<file path="src/rtl/mac_pkg.sv">
// mac_pkg: shared definitions for the pipelined multiply-accumulate.
//   prod_w  : exact width of one lane product (BW+1 bit activation x BW bit weight)
//   sum_w   : exact width of the CH-lane product sum
//   ext_w   : working width for sum + addend, wide enough that nothing overflows
//   ACT_*   : encodings of the act_signed input
package mac_pkg;

    localparam logic ACT_UNSIGNED = 1'b0;
    localparam logic ACT_SIGNED   = 1'b1;

    function automatic int prod_w(input int bw);
        return 2 * bw + 1;
    endfunction

    function automatic int sum_w(input int bw, input int ch);
        return prod_w(bw) + $clog2(ch);
    endfunction

    function automatic int ext_w(input int bw, input int psum_bw, input int ch);
        return psum_bw + $clog2(ch) + prod_w(bw) + 1;
    endfunction

endpackage

</file>
<file path="src/rtl/mac_lane.sv">
// mac_lane: one lane of the MAC, combinational.
//   a          in  BW        activation (unsigned or signed per act_signed)
//   b          in  BW        weight, always signed
//   act_signed in  1         ACT_SIGNED sign-extends a, ACT_UNSIGNED zero-extends
//   prod       out 2*BW+1    exact signed product
module mac_lane
    import mac_pkg::*;
#(
    parameter int BW = 4
) (
    input  logic [BW-1:0]         a,
    input  logic [BW-1:0]         b,
    input  logic                  act_signed,
    output logic [prod_w(BW)-1:0] prod
);

    localparam int PW = prod_w(BW);

    logic [BW:0]   a_ext;
    logic [PW-1:0] a_w;
    logic [PW-1:0] b_w;

    assign a_ext = (act_signed == ACT_SIGNED) ? {a[BW-1], a} : {1'b0, a};

    // Both operands are sign-extended to the product width; the low PW bits
    // of the product are then the exact signed result.
    assign a_w  = {{(PW-BW-1){a_ext[BW]}}, a_ext};
    assign b_w  = {{(PW-BW){b[BW-1]}}, b};
    assign prod = a_w * b_w;

endmodule

</file>
<file path="src/rtl/mac_pipe.sv">
// mac_pipe: two-stage pipelined CH-lane multiply-accumulate.
//   clk, reset_n   clock / async active-low reset
//   in_valid       beat present on a, b, c, act_signed, acc_sel, acc_clr
//   a, b           CH lanes of BW bits (lane i at [i*BW +: BW])
//   c              external signed partial sum
//   act_signed     activation signedness for this beat
//   acc_sel        0: addend is c, 1: addend is the out register
//   acc_clr        with acc_sel=1 the addend is 0; always restarts ovf
//   hold           freezes every pipeline register
//   out            signed result, saturated (SAT=1) or wrapped (SAT=0)
//   out_valid      out holds a new result this cycle
//   ovf            sticky out-of-range flag
module mac_pipe
    import mac_pkg::*;
#(
    parameter int BW      = 4,
    parameter int PSUM_BW = 16,
    parameter int CH      = 4,
    parameter int SAT     = 1
) (
    input  logic                 clk,
    input  logic                 reset_n,
    input  logic                 in_valid,
    input  logic [CH*BW-1:0]     a,
    input  logic [CH*BW-1:0]     b,
    input  logic [PSUM_BW-1:0]   c,
    input  logic                 act_signed,
    input  logic                 acc_sel,
    input  logic                 acc_clr,
    input  logic                 hold,
    output logic [PSUM_BW-1:0]   out,
    output logic                 out_valid,
    output logic                 ovf
);

    localparam int PW = prod_w(BW);
    localparam int EW = ext_w(BW, PSUM_BW, CH);

    localparam logic signed [EW-1:0] MAX_V = {{(EW-PSUM_BW+1){1'b0}}, {(PSUM_BW-1){1'b1}}};
    localparam logic signed [EW-1:0] MIN_V = {{(EW-PSUM_BW+1){1'b1}}, {(PSUM_BW-1){1'b0}}};

    logic [PW-1:0]      prod_d [CH];
    logic [PW-1:0]      prod_q [CH];
    logic [PSUM_BW-1:0] c_q;
    logic               sel_q;
    logic               clr_q;
    logic               v1_q;

    for (genvar i = 0; i < CH; i++) begin : g_lane
        mac_lane #(.BW(BW)) u_lane (
            .a          (a[i*BW +: BW]),
            .b          (b[i*BW +: BW]),
            .act_signed (act_signed),
            .prod       (prod_d[i])
        );
    end

    // Stage 1: lane products and beat controls.
    always_ff @(posedge clk or negedge reset_n) begin
        if (!reset_n) begin
            for (int i = 0; i < CH; i++) prod_q[i] <= '0;
            c_q   <= '0;
            sel_q <= 1'b0;
            clr_q <= 1'b0;
            v1_q  <= 1'b0;
        end else if (!hold) begin
            v1_q <= in_valid;
            if (in_valid) begin
                prod_q <= prod_d;
                c_q    <= c;
                sel_q  <= acc_sel;
                clr_q  <= acc_clr;
            end
        end
    end

    logic signed [EW-1:0] sum;
    logic signed [EW-1:0] addend;
    logic                 too_hi;
    logic                 too_lo;
    logic [PSUM_BW-1:0]   res;

    // The accumulator is the out register itself, so a chained beat sees the
    // previous beat's result with no bubble.
    always_comb begin
        if (!sel_q)     addend = {{(EW-PSUM_BW){c_q[PSUM_BW-1]}}, c_q};
        else if (clr_q) addend = '0;
        else            addend = {{(EW-PSUM_BW){out[PSUM_BW-1]}}, out};

        sum = addend;
        for (int i = 0; i < CH; i++)
            sum = sum + {{(EW-PW){prod_q[i][PW-1]}}, prod_q[i]};

        too_hi = (sum > MAX_V);
        too_lo = (sum < MIN_V);

        if (SAT != 0 && too_hi)      res = MAX_V[PSUM_BW-1:0];
        else if (SAT != 0 && too_lo) res = MIN_V[PSUM_BW-1:0];
        else                         res = sum[PSUM_BW-1:0];
    end

    // Stage 2: result, valid and sticky overflow.
    always_ff @(posedge clk or negedge reset_n) begin
        if (!reset_n) begin
            out       <= '0;
            out_valid <= 1'b0;
            ovf       <= 1'b0;
        end else if (!hold) begin
            out_valid <= v1_q;
            if (v1_q) begin
                out <= res;
                ovf <= clr_q ? (too_hi | too_lo) : (ovf | too_hi | too_lo);
            end
        end
    end

endmodule
</file>
<file path="config.mk">
export PLATFORM = sky130hd
export DESIGN_NAME = mac_pipe
export DESIGN_NICKNAME = d
export VERILOG_FILES = /design/src/rtl/mac_pkg.sv /design/src/rtl/mac_lane.sv /design/src/rtl/mac_pipe.sv
export SDC_FILE = /design/constraint.sdc
export NUM_CORES = 1
export LEC_CHECK = 0
export ABC_CLOCK_PERIOD_IN_PS = 8580
export CAP_MARGIN = 5
export CELL_PAD_IN_SITES_DETAIL_PLACEMENT = 1
export CELL_PAD_IN_SITES_GLOBAL_PLACEMENT = 1
export CORE_ASPECT_RATIO = 0.7
export CORE_UTILIZATION = 49
export DETAILED_ROUTE_END_ITERATION = 16
export PLACE_DENSITY = 0.91
export SETUP_SLACK_MARGIN = 0.15
export SLEW_MARGIN = 10
export SYNTH_ARGS = -nofsm -noshare
export SYNTH_HDL_FRONTEND = slang
export SYNTH_SLANG_ARGS = --single-unit
export TNS_END_PERCENT = 50
</file>
<file path="constraint.sdc">
create_clock -name clk -period 8.58 [get_ports clk]
set_input_delay 0.858 -clock clk [delete_from_list [all_inputs] [get_ports clk]]
set_output_delay 0.858 -clock clk [all_outputs]
set_load 0.01 [all_outputs]
</file>
==> reports/results.tsv, run 1 <==
metric	value	unit
run_status	finished, final reports clean	
synth.top_cell.area_share	0.244	
clkTransAtPathRegs	0.07	ns
area_growth_syn_to_layout	16.6	%
clockBufferDepth	2	
fmax	174	MHz
rsz0062_at_grt	no	
cts_tree	done	
grt-ovfl-total	0	
clock_latency	0.35	ns
vias	6009	
fp.dieH	105	µm
ant_nets	0	
yosysUniqueCellTypes	44	
routed_wl	23200	µm
worstMarginPinSlew	1.09	ns
synth_compound_area_frac	0.104	
root_buffer	clkbuf_16	
clock_sinks	73	
synth_top_family_by_area	adder cells	
dieWidth	150	µm
slew_violations	0	
grt_usage	0.317	
routabilityCongestion	0.882	
grt_pass1_vias	6771	
layout-drive-gt1-share	0.0816	
drt_iter0_drc	416	
synthXorXnorAreaFrac	0.0527	
synth_area_leaders	dfrtp_1 24%, fa_1 21%, ha_1 12%	
yosysTopAreaCell	dfrtp_1	
syn-instance-count	797	
postCtsHoldBufs	0	
yosysMostFrequentCell	inv_1	
max_cap_viol_count	0	
ys_ff_latch	73	
period_share	0.669	
syn_nets	1004	
cp.arrival	5.91	ns
io_buffer_count	72	
ys_async_sr_fraction	1.00	
skew	0.00953	ns
regToRegSetupSlack	2.84	ns
avgViaCountPerCell	5.64	
yosysWarnings	0	
layout.nets	1072	
hold_violations	0	
syn_area	7470	µm²
syn_avg_cell_area	9.38	µm²
cp_max_fo	15	
slew_headroom	0.269	
ys_top_cells_by_count	156 x inv_1, 80 x fa_1, 76 x nand2_1, 73 x dfrtp_1, 72 x ha_1	
grt_pass1_wl	37600	µm
setup_violations	0	
post_cts_resized	0	
grt_antenna_before_repair	0	
yosys.area_share.adder	0.335	
setup-tns-final	0	ns
criticalPathCategory	reg2reg	
dr.pass1.iters	5	
required	8.75	ns
htreeDepth	3	
synthMuxAreaShare	0.0465	
start_util	0.505	
post_drt_wl_per_cell	21.8	µm
crit_path_end_kind	flip-flop	
coreArea	14800	µm²
route.detailed.drc	0	
yosysSeqAreaShare	0.244	
min_period	5.74	ns
n_antenna_cell	0	
synthSimpleGateAreaFrac	0.127	
grt_max_degree	80	
io_pins	73	
startpoint_type	flip-flop	
core.rowCount	37	
post-cts-setup-buffer-count	0	
fp.dieArea	15800	µm²
synth-main-ff-cell	dfrtp_1	
dp_hpwl	15500	µm
synth_edf_count	0	
numCtsBuffers	9	
holdCritPathClass	reg2reg	
## metrics by stage
step	instances	setup WS, ns	area (µm²)	utilization	hold slack, ns
2_1_floorplan	797	4.23	7470	-	0.442
3_3_place_gp	1049	3.67	8380	0.566	0.457
3_5_place_dp	1049	3.49	8380	0.566	0.464
4_1_cts	1065	2.98	8720	0.588	0.489
5_1_grt	1065	2.71	8720	0.588	0.517
6_report	1065	2.84	8720	0.588	0.489
## sequential cells by signal, indices dropped and copies added, names as in the netlist
register and cells:
c_q 16, clr_q 1, out 16, out_valid 1, ovf 1, prod_q 36
sel_q 1, v1_q 1
## worst max-delay path, cell delays in order (launching register included)
cell	delay (ns)
dfrtp_1	0.38
inv_1	0.09
fa_1	0.57
fa_1	0.45
fa_1	0.48
inv_1	0.07
ha_1	0.19
inv_1	0.08
fa_1	0.41
nand2b_1	0.23
a21oi_1	0.47
o2111ai_1	0.29
o21ai_1	0.38
xnor2_1	0.23
o21ai_0	0.18
a21boi_2	0.84
a21oi_1	0.20
## layer usage
metal	track usage	part of all wire	vias up
li1	-	-	2649
met1	0.407	0.42	3095
met2	0.536	0.49	202
met3	0.0576	0.055	63
met4	0.113	0.032	0
met5	0	0	-
## final timing paths
path	start	to	cells past startpoint
max in group asynchronous	reset_n	c_q[12]	1
min reg2reg	out_valid	out_valid	1
min	out_valid	out_valid	1
min in group asynchronous	reset_n	sel_q	1
max reg2reg	prod_q[1]	out[0]	16
max	prod_q[1]	out[0]	16
## kinds of logic after synthesis
| group | count (synthesis) |
|---|---|
| simple gates | 196 |
| buf+inv | 175 |
| fa+ha+maj | 152 |
| compound gates | 125 |
| flops | 73 |
| xor+xnor | 45 |
| mux | 31 |
## area by class of cell
| class | count | area [µm²] |
|---|---|---|
| Clock buffer | 10 | 239 |
| Clock inverter | 6 | 97.6 |
| Fill cell | 1693 | 6100 |
| Inverter | 156 | 586 |
| Multi-Input combinational cell | 549 | 4970 |
| Sequential cell | 73 | 1830 |
| Tap cell | 195 | 244 |
| Timing Repair Buffer | 76 | 748 |
## cells in the final DEF, fill, tap and decap left out, types with 2 or more instances in the layout
master / n
xor2_1: 17
o21ai_1: 2
ha_1: 72
o2111ai_1: 2
nor2_1: 29
nand2b_1: 15
inv_6: 2
nand4_1: 2
and2_1: 27
bufinv_16: 2
mux2_2: 30
o21a_1: 3
a21o_1: 10
and3_1: 5
buf_4: 5
clkbuf_16: 9
dfrtp_1: 73
a21oi_1: 43
o21ai_0: 35
a31oi_1: 4
clkdlybuf4s50_1: 71
fa_1: 80
o21bai_1: 4
inv_1: 156
nand3_1: 22
a211o_1: 2
nand2_1: 76
xnor2_1: 28
nor2b_1: 14
a21oi_2: 11
Power of run 1 is left out: the tool's default activity adds up to more than one toggle a clock period on the data nets, which glitch-free logic cannot reach.
==> run 2, diff against run 1 <==
--- a/config.mk
+++ b/config.mk
@@ -5,14 +5,14 @@
 export SDC_FILE = /design/constraint.sdc
 export NUM_CORES = 1
 export LEC_CHECK = 0
-export ABC_CLOCK_PERIOD_IN_PS = 8580
+export ABC_CLOCK_PERIOD_IN_PS = 5150
 export CAP_MARGIN = 5
 export CELL_PAD_IN_SITES_DETAIL_PLACEMENT = 1
 export CELL_PAD_IN_SITES_GLOBAL_PLACEMENT = 1
 export CORE_ASPECT_RATIO = 0.7
-export CORE_UTILIZATION = 49
+export CORE_UTILIZATION = 41
 export DETAILED_ROUTE_END_ITERATION = 16
-export PLACE_DENSITY = 0.91
+export PLACE_DENSITY = 0.82
 export SETUP_SLACK_MARGIN = 0.15
 export SLEW_MARGIN = 10
 export SYNTH_ARGS = -nofsm -noshare
==> constraint.sdc (replaced) <==
create_clock -name clk -period 5.15 [get_ports clk]
set_input_delay 0.515 -clock clk [delete_from_list [all_inputs] [get_ports clk]]
set_output_delay 0.515 -clock clk [all_outputs]
set_load 0.01 [all_outputs]
==> run 2 against run 1 <==
Register-to-register slack got worse by 2.4 ns. Non-clock buffer count up 5. Clock skew about the same. Worst setup slack got worse by 2.4 ns. Largest cell class unchanged.
==> reports/results.tsv, run 2 (same netlist as run 1, synthesis figures left out) <==
metric	value	unit	change
run_status	finished, final reports clean		
dr.pass1.iters	4		-1
startpoint_type	flip-flop		
grt_usage	0.212		-0.106
coreArea	17500	µm²	+18%
cts_tree	done		
fp.dieH	115	µm	+9.1%
path_common_cell	inv_1		
required	5.42	ns	-3.33 ns
setup-tns-final	0	ns	unchanged
criticalPathCategory	reg2reg		
rsz0062_at_grt	no		
dp.cells	1090		+3.9%
path_depth	17		+1
crit_path_max_incr_delay	0.59	ns	-0.25 ns
worstMarginPinSlew	0.958	ns	-0.132 ns
ant_nets	0		unchanged
period_share	0.913		+0.244
routabilityCongestion	0.880		-0.14%
stdcell_count	1106		+3.8%
slew_violations	0		unchanged
vias	5534		-7.9%
routed_wl	18000	µm	-22%
setup_violations	0		unchanged
area_growth_syn_to_layout	17.3	%	
io_pins	73		unchanged
reg2reg_depth	17		+1
reg.largest.list	prod_q: 36 flops, c_q: 16 flops, out: 16 flops		
drt_iter0_drc	266		-36%
hold_violations	0		unchanged
path_delay_family	adder cells		
grt_pass1_vias	6080		-10%
clock_latency	0.34	ns	about the same
htreeDepth	3		unchanged
top_register	prod_q		
clkTransAtPathRegs	0.07	ns	about the same
timing.rr.end	out[3]		
fp.dieArea	18800	µm²	+19%
post_cts_resized	0		unchanged
layout.nets	1077		+0.47%
cp.arrival	4.97	ns	-0.94 ns
startpoint	prod_q[2]		
start_util	0.427		-0.0778
skew	0.00927	ns	-0.000259 ns
grt_max_degree	74		-7.5%
final_util	0.501		-0.0878
final_common_cell	inv_1		
route.detailed.drc	0		unchanged
post-cts-setup-buffer-count	0		unchanged
critPathBufInv	5		+2
crit_slowest_cell	fa_1		
crit_path_end_kind	flip-flop		
cp_max_fo	15		unchanged
fmax	213	MHz	+22%
largest_register_ffs	36		unchanged
dieWidth	163	µm	+9.2%
postCtsHoldBufs	0		unchanged
clock_sinks	73		unchanged
slew_headroom	0.361		+0.0926
final_cell_mix	156 x inv_1, 80 x fa_1, 76 x nand2_1, 73 x dfrtp_1, 72 x ha_1		
regToRegSetupSlack	0.45	ns	-2.39 ns
io_buffer_count	72		unchanged
post_drt_wl_per_cell	16.3	µm	-25%
holdCritPathClass	in2async		
avgViaCountPerCell	5.00		-11%
clockBufferDepth	2		unchanged
n_antenna_cell	0		unchanged
min_period	4.70	ns	-1.04 ns
layout-drive-gt1-share	0.0869		+0.00525
r2r-start	prod_q[2]		
dp_hpwl	14700	µm	-4.8%
max_cap_viol_count	0		unchanged
grt_antenna_before_repair	0		unchanged
grt-ovfl-total	0		unchanged
core.rowCount	40		+8.1%
cp-endpoint	out[3]		
numCtsBuffers	9		unchanged
crit_chain	inv_1 -> fa_1 -> inv_1 -> fa_1 -> inv_1 -> fa_1 -> inv_1 -> ha_1 -> a21oi_2 -> o2111ai_2 -> a211o_1 -> a211o_1 -> and3b_4 -> o31ai_4 -> buf_4 -> nand4_1 -> a21oi_1		
grt_pass1_wl	30600	µm	-19%
root_buffer	clkbuf_16		
run 2: stage by stage:
stage,worst slack (ns),cell area [µm²],hold slack (ns)
finish,0.447,8770,0.320
global route,0.209,8770,0.389
CTS,0.421,8770,0.353
detailed placement,0.477,8460,0.463
global placement,0.627,8460,0.457
floorplan,0.797,7470,0.219
run 2: worst min path at each step:
stage / end / from / cells after the start / slack, ns
after floorplan: c_q[0] / reset_n / 0 / 0.22
after detailed placement: v1_q / v1_q / 2 / 0.46
after global routing: out[0] / reset_n / 1 / 0.39
final: out[0] / reset_n / 1 / 0.32
after global placement: v1_q / v1_q / 2 / 0.46
after CTS: c_q[1] / reset_n / 1 / 0.35
run 2: layout make-up:
class / instances / area (µm²)
fillers: 2034 / 8750
flip-flops and latches: 73 / 1830
clock buffers: 9 / 225
multi-input cells: 549 / 4970
inverters: 156 / 586
repair buffers: 81 / 786
clock inverters: 7 / 80.1
well taps: 231 / 289
run 2: layer usage:
metal  vias up  part of all wire  routed length (µm)  track usage
li1       2664                 -                   -            -
met1      2774              0.50                9080        0.306
met2        83              0.45                8050        0.336
met3        13             0.042                 764       0.0390
met4         0            0.0069                 125       0.0312
met5         -                 0                   0            0
Power of run 2 is left out for the same reason.
